[config.mk]
export PLATFORM = sky130hd
export DESIGN_NAME = instruction_fetch
export DESIGN_NICKNAME = d
export VERILOG_FILES = /design/src/rtl/instruction_fetch_pkg.sv /design/src/rtl/instruction_fetch.sv
export SDC_FILE = /design/constraint.sdc
export NUM_CORES = 1
export LEC_CHECK = 0
export CAP_MARGIN = 40
export CELL_PAD_IN_SITES_DETAIL_PLACEMENT = 1
export CELL_PAD_IN_SITES_GLOBAL_PLACEMENT = 1
export CORE_AREA = 2 2 132 134
export CTS_BUF_LIST = sky130_fd_sc_hd__clkbuf_8
export DETAILED_ROUTE_END_ITERATION = 16
export DIE_AREA = 0 0 134 136
export MAX_ROUTING_LAYER = met4
export PLACE_DENSITY = 0.87
export SYNTH_ARGS = -nofsm -noshare
export SYNTH_HDL_FRONTEND = slang
export SYNTH_SLANG_ARGS = --single-unit
[constraint.sdc]
create_clock -name clk -period 2.9 [get_ports clk]
set_input_delay 0.58 -clock clk [delete_from_list [all_inputs] [get_ports clk]]
set_output_delay 0.58 -clock clk [all_outputs]
set_load 0.02 [all_outputs]
[src/rtl/instruction_fetch_pkg.sv]
// Shared fetch/decode definitions: FSM states and instruction sizing.
// Imported by the fetch stage and by the decoder.
package instruction_fetch_pkg;

  localparam int INSTR_WIDTH = 32;
  localparam int PC_STEP     = 4;

  typedef enum logic [1:0] {
    IDLE  = 2'd0,
    FETCH = 2'd1,
    HOLD  = 2'd2
  } if_state_e;

endpackage

[src/rtl/instruction_fetch.sv]
// Instruction fetch stage: PC, single outstanding imem request,
// registered instruction output with valid/ready and branch squash.
module instruction_fetch
  import instruction_fetch_pkg::*;
#(
  parameter int                  PC_WIDTH = 32,
  parameter logic [PC_WIDTH-1:0] RESET_PC = '0
) (
  input  logic                   clk,
  input  logic                   reset_n,
  output logic                   imem_req,
  output logic [PC_WIDTH-1:0]    imem_addr,
  input  logic                   imem_ack,
  input  logic [INSTR_WIDTH-1:0] imem_rdata,
  input  logic                   branch_valid,
  input  logic [PC_WIDTH-1:0]    branch_target,
  output logic                   instr_valid,
  input  logic                   instr_ready,
  output logic [INSTR_WIDTH-1:0] instruction,
  output logic [PC_WIDTH-1:0]    instr_pc
);

  if_state_e             state_q, state_d;
  logic [PC_WIDTH-1:0]   pc_q, pc_d;
  logic                  squash_q, squash_d;
  logic                  req_q, req_d;
  logic [PC_WIDTH-1:0]   addr_q, addr_d;
  logic                  valid_q, valid_d;
  logic [INSTR_WIDTH-1:0] instr_q, instr_d;
  logic [PC_WIDTH-1:0]   ipc_q, ipc_d;

  logic [PC_WIDTH-1:0]   tgt;
  logic [PC_WIDTH-1:0]   pc_next;
  logic                  ack;
  logic                  unused_tgt_lo;

  // Redirects are always word aligned; low target bits are dropped.
  assign tgt           = {branch_target[PC_WIDTH-1:2], 2'b00};
  assign unused_tgt_lo = ^branch_target[1:0];
  assign pc_next       = pc_q + PC_WIDTH'(PC_STEP);
  assign ack           = imem_ack & req_q;

  // Next-state: branch outranks ack and ready in every state.
  always_comb begin
    state_d  = state_q;
    pc_d     = pc_q;
    squash_d = squash_q;
    req_d    = req_q;
    addr_d   = addr_q;
    valid_d  = valid_q;
    instr_d  = instr_q;
    ipc_d    = ipc_q;
    unique case (state_q)
      IDLE: begin
        state_d = FETCH;
        req_d   = 1'b1;
        if (branch_valid) begin
          pc_d   = tgt;
          addr_d = tgt;
        end else begin
          addr_d = pc_q;
        end
      end
      FETCH: begin
        if (branch_valid) begin
          pc_d = tgt;
          if (ack) begin
            squash_d = 1'b0;
            req_d    = 1'b1;
            addr_d   = tgt;
          end else begin
            squash_d = 1'b1;
          end
        end else if (ack) begin
          if (squash_q) begin
            squash_d = 1'b0;
            req_d    = 1'b1;
            addr_d   = pc_q;
          end else begin
            instr_d = imem_rdata;
            ipc_d   = pc_q;
            valid_d = 1'b1;
            req_d   = 1'b0;
            state_d = HOLD;
          end
        end
      end
      HOLD: begin
        if (branch_valid) begin
          pc_d    = tgt;
          valid_d = 1'b0;
          req_d   = 1'b1;
          addr_d  = tgt;
          state_d = FETCH;
        end else if (instr_ready) begin
          pc_d    = pc_next;
          valid_d = 1'b0;
          req_d   = 1'b1;
          addr_d  = pc_next;
          state_d = FETCH;
        end
      end
      default: begin
        state_d = IDLE;
      end
    endcase
  end

  // State and output registers.
  always_ff @(posedge clk or negedge reset_n) begin
    if (!reset_n) begin
      state_q  <= IDLE;
      pc_q     <= RESET_PC;
      squash_q <= 1'b0;
      req_q    <= 1'b0;
      addr_q   <= RESET_PC;
      valid_q  <= 1'b0;
      instr_q  <= '0;
      ipc_q    <= '0;
    end else begin
      state_q  <= state_d;
      pc_q     <= pc_d;
      squash_q <= squash_d;
      req_q    <= req_d;
      addr_q   <= addr_d;
      valid_q  <= valid_d;
      instr_q  <= instr_d;
      ipc_q    <= ipc_d;
    end
  end

  assign imem_req    = req_q;
  assign imem_addr   = addr_q;
  assign instr_valid = valid_q;
  assign instruction = instr_q;
  assign instr_pc    = ipc_q;

endmodule

# Word-level counts from Yosys, hierarchy flattened
# Cells that the tools add are included.
# totals
ff_bits	133
mem_count	0
word_cells	63
rom_bits	0
latch_bits	0
ramBits	0
# op_classes
reduce_logical	13
addsub	1
mux	31
n_eq_ne	7
div	0
bitwise_logic	3
shifts	0
order_cmp	0
multipliers	0
# ops
cell	count
32-bit 2-to-1 mux	7
32-bit one-hot mux with 3 select lines	1
32-bit one-hot mux with 2 select lines	1
32-bit by 3-bit adder with 32-bit output, second input constant	1
1-bit 2-to-1 mux	14
4-bit AND reduction	3
2-bit 2-to-1 mux	5
2-bit inequality test, second input constant	3
3-bit inequality test, second input constant	2
2-bit one-hot mux with 3 select lines	1
2-bit nonzero test	3
5-bit AND reduction	1
2-bit AND reduction	2
1-bit one-hot mux with 3 select lines	1
3-bit AND reduction	1
3-bit nonzero test	1
2-bit by 1-bit == test with 1-bit output, second input constant	1
2-bit == test, second input constant	1
2-bit logical NOT	1
1-bit NOT	2
1-bit one-hot mux with 2 select lines	1
2-bit OR reduction	1
1-bit AND	1

# Logic depth before layout (Yosys ltp)
# Gate-level depths: netlist of the first run.
# logic_depth
word_depth	4
depth_mapped	9
ltp_nobuf	6

# Worst setup path after synthesis of the first run
# OpenSTA, ideal clock, no wires.
# synth_timing
kind	input -> register
startpoint	input branch_valid
endpoint	register pc_q[27]
required_ns	2.779
cell_stages	7
setup_slack_ns	0.465
n_path_buf	2
arrival_ns	2.314
setup_ns	0.121
path_cell_list	clkbuf_1 > or3b_1 > or3_1 > or3_1 > buf_2 > a21o_1 > a22o_1
# synth_between
elab_chain_cells	2
word_cells_on_any_way	5
classes_between	1 x eq/ne; 3 x mux; 1 x reduce/logical
# synth_rtl
item	line_no	text
start, declared	instruction_fetch.sv:15	input logic branch_valid,
32-bit 2-to-1 mux (tied with other cells)	instruction_fetch.sv:89	if (branch_valid) begin
32-bit one-hot mux with 2 select lines / 2-bit AND reduction (equally long branches)	n/a	
end signal, assigned	instruction_fetch.sv:122	pc_q <= pc_d;
end, declared	instruction_fetch.sv:24	logic [PC_WIDTH-1:0] pc_q, pc_d;
# Parallel ways exist; a longest one is shown, timed or not.
# A chain may end at the register's enable or synchronous reset.

# Final worst setup path of the first run
# layout_timing
startpoint	register pc_q[2]
endpoint	register addr_q[22], in the netlist imem_addr[22]
# layout_between
elab_chain_cells	4
# layout_rtl
item	line_no	text
32-bit by 3-bit adder with 32-bit output	instruction_fetch.sv:40	assign pc_next = pc_q + PC_WIDTH'(PC_STEP);
32-bit 2-to-1 mux	instruction_fetch.sv:95	end else if (instr_ready) begin
32-bit 2-to-1 mux	instruction_fetch.sv:89	
32-bit one-hot mux with 3 select lines	instruction_fetch.sv:53	unique case (state_q)
end signal, assigned	instruction_fetch.sv:125	addr_q <= addr_d;
end, declared	instruction_fetch.sv:27	logic [PC_WIDTH-1:0] addr_q, addr_d;
# No other way between the ends. The select of a mux whose other input is x is not followed.

==> metrics.cfg, run 1 <==
[clock_tree]
worstSkewPairLatency_ns=0.46
cts.hold.buffers_added=0
cts_num_sinks=133
clockRootBuffer=clkbuf_8
cts_buffers=17
clk_pin_slew_ns=0.08
cts_tree=built
clk_path_buf_depth=2
ctsResizeCount=0
cts.htree.levels=4
post_cts_buffers=0

[setup_path]
path_cells=ha_1, nand3_1, nor4_2, buf_4, a41oi_1, o311ai_0, nand2_1
cpMaxStageDelayCell=dfrtp_1
setup.worst_path.class=register to register
crit_buf_inv=1
cp_top_family=simple AND/OR/NAND/NOR gates
cpPeakStageDelay_ns=0.53
cp_max_fo=13
crit_path_start_kind=register
worstPathArrival_ns=2.79
critPathCaptureType=register
required_ns=3.23

[synth]
ys_ff_latch=133
synth_area_um2=6420
yosysMostFrequentCell=dfrtp_1
ys_warn_count=0
synth_edf_count=0
synthTopCellsByCount=dfrtp_1, nand2_1, mux2_2
synthCells=621
yosysTopAreaCell=dfrtp_1
async_flop_share=1.00
synth_area_leaders=dfrtp_1, mux2_2, nand2_1
synth_area_per_cell_um2=10.3
syn-num-nets=691
synth_top_area_share=0.519
yosysUniqueCellTypes=61
ys.flop_type=dfrtp_1
seq_area_frac_synth=0.519

[global_route]
antenna_found_initial=0
grt_pass1_wl_um=32600
grt_usage=0.235
grt_pass1_vias=6050
gr-total-overflow=0
grt_max_degree=68

[drt]
num_vias=5571
remaining_drc_errors=0
drtIter0Drc=277
via_per_inst=5.48
finalWirelength_um=19900
wire_per_inst_um=19.6
drtAntennaViolNets=0
dr.pass1.iters=4

[cells_and_area]
syn_to_final_growth_pct=37.1
multiInputGateArea_um2=2850
fin_cells=1016
nets=848
layout-drive-gt1-share=0.167
antennaDiodeCount=0
n_fill_cell=1842
seqCellArea_um2=3330

[timing]
tns_ns=0
rsz0062_at_grt=false
drv_slew=0
max_slew_margin=0.569
tightest_slew_ns=0.641
setup_viol=0
finalCriticalPeriod_ns=2.46
final-hold-violation-count=0
period_share=0.850
clock_skew_ns=0.00748
max_freq_ghz=0.406

[flow_run]
cap_violations=0

[floorplan]
die_h_um=136
die_w_um=134
core_area_um2=16900
dieArea_um2=18200
rows=48
initial_core_util=0.380
pin_count=167

[power_and_ir_drop]
p_per_area_nw_per_um2=998
ir_worst_vdd_v=0.000540
finalPower_mw=8.78
p_leak_nw=3.64

[placed_design]
hpwl_um=14300
routabilityCongestion=0.904
numPortBuffers=164
placed_cells=984

[run_status]
status=finished clean

[min_path]
hp-class=primary input to async pin

[power by group]
part | internal (mW) | switching (mW)
Clock | 1.09 | 0.761
Sequential | 2.59 | 0.559
Combinational | 1.87 | 1.92
[final cells by class]
| type | count | share of cell area |
|---|---|---|
| Tap cell | 225 | 0.0320 |
| Multi-Input combinational cell | 430 | 0.323 |
| Inverter | 9 | 0.00384 |
| Clock buffer | 20 | 0.0313 |
| Timing Repair Buffer | 187 | 0.209 |
| Sequential cell | 133 | 0.378 |
| Clock inverter | 12 | 0.0227 |
[per-layer routing]
layer  wire [µm]  track usage  up-vias
li1            -            -     2546
met1        8450        0.284     2811
met2       10000        0.395      181
met3        1030       0.0425       33
met4         456       0.0839        0
met5           0            -        -
[worst reg2reg max path, cell delays in order, from the launching register on]
cell	delay, ns
dfrtp_1	0.53
ha_1	0.23
nand3_1	0.30
nor4_2	0.35
buf_4	0.24
a41oi_1	0.15
o311ai_0	0.44
nand2_1	0.11
[final timing paths]
| kind | depth (start not counted) | slack (ns) | endpoint | startpoint |
|---|---|---|---|---|
| worst max-delay path | 7 | 0.44 | imem_addr[22]$_DFFE_PN0P_ | pc_q[2]$_DFFE_PN0P_ |
| worst min-delay path | 1 | 0.11 | instruction[20]$_DFFE_PN0P_ | reset_n |
| worst max register to register | 7 | 0.44 | imem_addr[22]$_DFFE_PN0P_ | pc_q[2]$_DFFE_PN0P_ |
| worst min register to register | 2 | 0.48 | instr_pc[5]$_DFFE_PN0P_ | instr_pc[5]$_DFFE_PN0P_ |
| max in group asynchronous | 2 | 2.02 | instruction[9]$_DFFE_PN0P_ | reset_n |
| min in group clk | 2 | 0.48 | instr_pc[5]$_DFFE_PN0P_ | instr_pc[5]$_DFFE_PN0P_ |
[state kept, by name, summed over array words and instances, names as in the netlist]
register and cells:
instr_pc 32, instruction 32, squash_q 1, imem_addr 32, state_q 2, pc_q 32, imem_req 1, instr_valid 1
[kinds of logic (layout without fill, tap and decap cells)]
family	Yosys count	after routing	share of synthesized area
DFF	133	133	0.519
AOI/OAI and AO/OA	131	131	0.135
buffers and inverters	58	228	0.0411
muxes	72	72	0.125
xor gates and xnor gates	16	16	0.0218
and+or+nand+nor	210	210	0.157
adders and majority gates	1	1	0.00195
[cells in the final DEF (no fill, tap or decap), drive strengths merged, types with 2 or more instances in the layout]
master	instances
or3b	2
o221ai	4
nand3	20
or4	3
mux2	64
and3	3
nand2	84
nand4	13
nor3	10
or3	4
xor2	8
a221o	2
nor2	39
clkinv	4
clkdlybuf4s50	162
nand2b	7
clkbuf	20
o31a	5
o311ai	6
inv	9
xnor2	8
a21oi	13
o2bb2ai	3
o21a	4
o21ai	52
nor2b	6
bufinv	5
nor4	10
a22o	4
dfrtp	133
o31ai	10
clkinvlp	3
a21o	3
a22oi	7
buf	25
mux2i	8
a31oi	5
and4	4
[stage by stage]
stage | worst slack, ns | cell area [µm²] | hold slack, ns | utilization
6_report | 0.436 | 8800 | 0.114 | 0.521
5_1_grt | 0.254 | 8800 | 0.158 | 0.521
4_1_cts | 0.397 | 8800 | 0.136 | 0.521
3_5_place_dp | 0.359 | 8320 | 0.469 | 0.493
3_3_place_gp | 0.448 | 8320 | 0.465 | 0.493
2_1_floorplan | 0.465 | 6420 | 0.284 | -
No activity file was read; power rests on OpenSTA's default activity.
==> inputs of run 2 (changes only) <==
==> constraint.sdc (replaced) <==
create_clock -name clk -period 2.4 [get_ports clk]
set_input_delay 0.48 -clock clk [delete_from_list [all_inputs] [get_ports clk]]
set_output_delay 0.48 -clock clk [all_outputs]
set_load 0.02 [all_outputs]
==> run 2 against run 1 <==
Effect of this change:
- hold slack improved by 0.37 ns
- largest power group unchanged
- sequential share of layout area fell by 0.44 points
- combinational power rose by 27%
- critical path depth fell by 1
==> metrics.cfg, run 2 (synthesized netlist as in run 1, its figures left out) <==
[setup_path]
reg2reg_setup_slack_ns=0.22
rr_endpoint=pc_q[16]$_DFFE_PN0P_
reg2regPathDepth=6
required_ns=2.75
cp_max_fo=13
crit_path_start_kind=register
critPathCaptureType=register
setup.worst_path.class=register to register
reg2reg_from=pc_q[7]$_DFFE_PN0P_
worstPathArrival_ns=2.53

[cells_and_area]
layout-drive-gt1-share=0.189
antennaDiodeCount=0
nets=876
final_cell_mix=clkdlybuf4s50_1, dfrtp_1, nand2_1
multiInputGateArea_um2=2850
n_fill_cell=1843
syn_to_final_growth_pct=38.7
seqCellArea_um2=3330
utilization=0.528
final_area_um2=8900
layout_commonest_cell=clkdlybuf4s50_1

[placed_design]
numPortBuffers=164
routabilityCongestion=0.927
hpwl_um=15000
placed_area_um2=8540

[drt]
top_layer_used=met4
wire_per_inst_um=19.6
finalWirelength_um=20400
drtAntennaViolNets=0
dr_wl_met2_um=10200
remaining_drc_errors=0
via_per_inst=5.41
dr.pass1.iters=4
num_vias=5644
met3_length_um=924
drtIter0Drc=310
met1_length_um=8960

[floorplan]
core_area_um2=16900
initial_core_util=0.380
dieArea_um2=18200
pin_count=167
die_h_um=136
die_w_um=134
rows=48

[timing]
tns_ns=0
clock_skew_ns=0.0108
rsz0062_at_grt=false
tightest_slew_ns=0.603
max_freq_ghz=0.458
period_share=0.909
drv_slew=0
finalCriticalPeriod_ns=2.18
hold_ws_ns=0.486
setup_viol=0
final-hold-violation-count=0
max_slew_margin=0.594

[power_and_ir_drop]
swShare=0.381
p_clk_frac=0.168
power.switching_mw=3.91
p_leak_nw=3.73
intPower_mw=6.35
p_per_area_nw_per_um2=1150
p_comb_frac=0.468
ir_worst_vdd_v=0.000521
finalPower_mw=10.3
p_seq_frac=0.364

[global_route]
antenna_found_initial=0
grt_max_degree=57
gr-total-overflow=0
grt_pass1_wl_um=32800
grt_pass1_vias=6287
grt_usage=0.238

[clock_tree]
clk_path_buf_depth=2
cts.htree.levels=4
ctsResizeCount=0
cts_buffers=17
cts_tree=built
clockRootBuffer=clkbuf_8
cts_num_sinks=133
clk_pin_slew_ns=0.08
worstSkewPairLatency_ns=0.46

[flow_run]
cap_violations=0

[min_path]
worstHoldStart=imem_addr[5]$_DFFE_PN0P_
hp-class=register to register
hold_depth=2
holdPathEnd=imem_addr[5]$_DFFE_PN0P_

[run_status]
status=finished clean

[run 2: cell type report]
| class | instances | share of cell area |
|---|---|---|
| flip-flops and latches | 133 | 0.374 |
| well taps | 225 | 0.0316 |
| clock buffers | 19 | 0.0294 |
| repair buffers | 215 | 0.231 |
| clock inverters | 12 | 0.0103 |
| multi-input cells | 430 | 0.320 |
| inverters | 9 | 0.00379 |
[run 2: power by group through the flow]
stage	logic (mW)	clock network [mW]	registers, mW
floorplan	1.50	0	4.59
global placement	4.68	0	3.70
detailed placement	4.82	0	3.77
CTS	4.85	1.77	3.74
global route	5.15	1.86	3.85
finish	4.80	1.73	3.73
[run 2: routing by layer]
metal  GRT usage  vias up
li1            -     2600
met1       0.291     2836
met2       0.397      179
met3      0.0436       29
met4      0.0827        0
met5           -        -
[run 2: worst max-delay path by stage]
stage                              startpoint                        end  cells after the start
final                     pc_q[7]$_DFFE_PN0P_       pc_q[16]$_DFFE_PN0P_                      6
after global routing      pc_q[7]$_DFFE_PN0P_       pc_q[16]$_DFFE_PN0P_                      6
after CTS                 pc_q[7]$_DFFE_PN0P_       pc_q[16]$_DFFE_PN0P_                      6
after detailed placement         branch_valid  imem_addr[30]$_DFFE_PN0P_                      7
after global placement               imem_ack   imem_addr[9]$_DFFE_PN0P_                      8
after floorplan                  branch_valid       pc_q[27]$_DFFE_PN0P_                      7
[run 2: critical path, stage by stage, from the launching register on]
cell      delay, ns
dfrtp_1        0.48
nand4_1        0.30
nor4_2         0.41
buf_12         0.18
nor4bb_1       0.31
nor3_1         0.11
mux2_2         0.28
[run 2: what timing repair did]
action / CTS / global route
hold endpoints to repair: 16 / 0
buffers inserted: 0 / 0
hold buffers: 1 / 0
[run 2: stage by stage]
stage | cells | setup WS (ns)
CTS | 1043 | 0.231
finish | 1043 | 0.218
floorplan | 621 | 0.0651
detailed placement | 1011 | 0.000756
global route | 1043 | 0.0729
global placement | 1011 | 0.0733
==> inputs of run 3 (changes only) <==
--- a/config.mk
+++ b/config.mk
@@ -14,6 +14,8 @@
 export DIE_AREA = 0 0 134 136
 export MAX_ROUTING_LAYER = met4
 export PLACE_DENSITY = 0.87
+export SETUP_SLACK_MARGIN = 0.02
+export SLEW_MARGIN = 10
 export SYNTH_ARGS = -nofsm -noshare
 export SYNTH_HDL_FRONTEND = slang
 export SYNTH_SLANG_ARGS = --single-unit
==> results of run 3 <==
Final layout, timing and power as in run 2 (identical DEF).
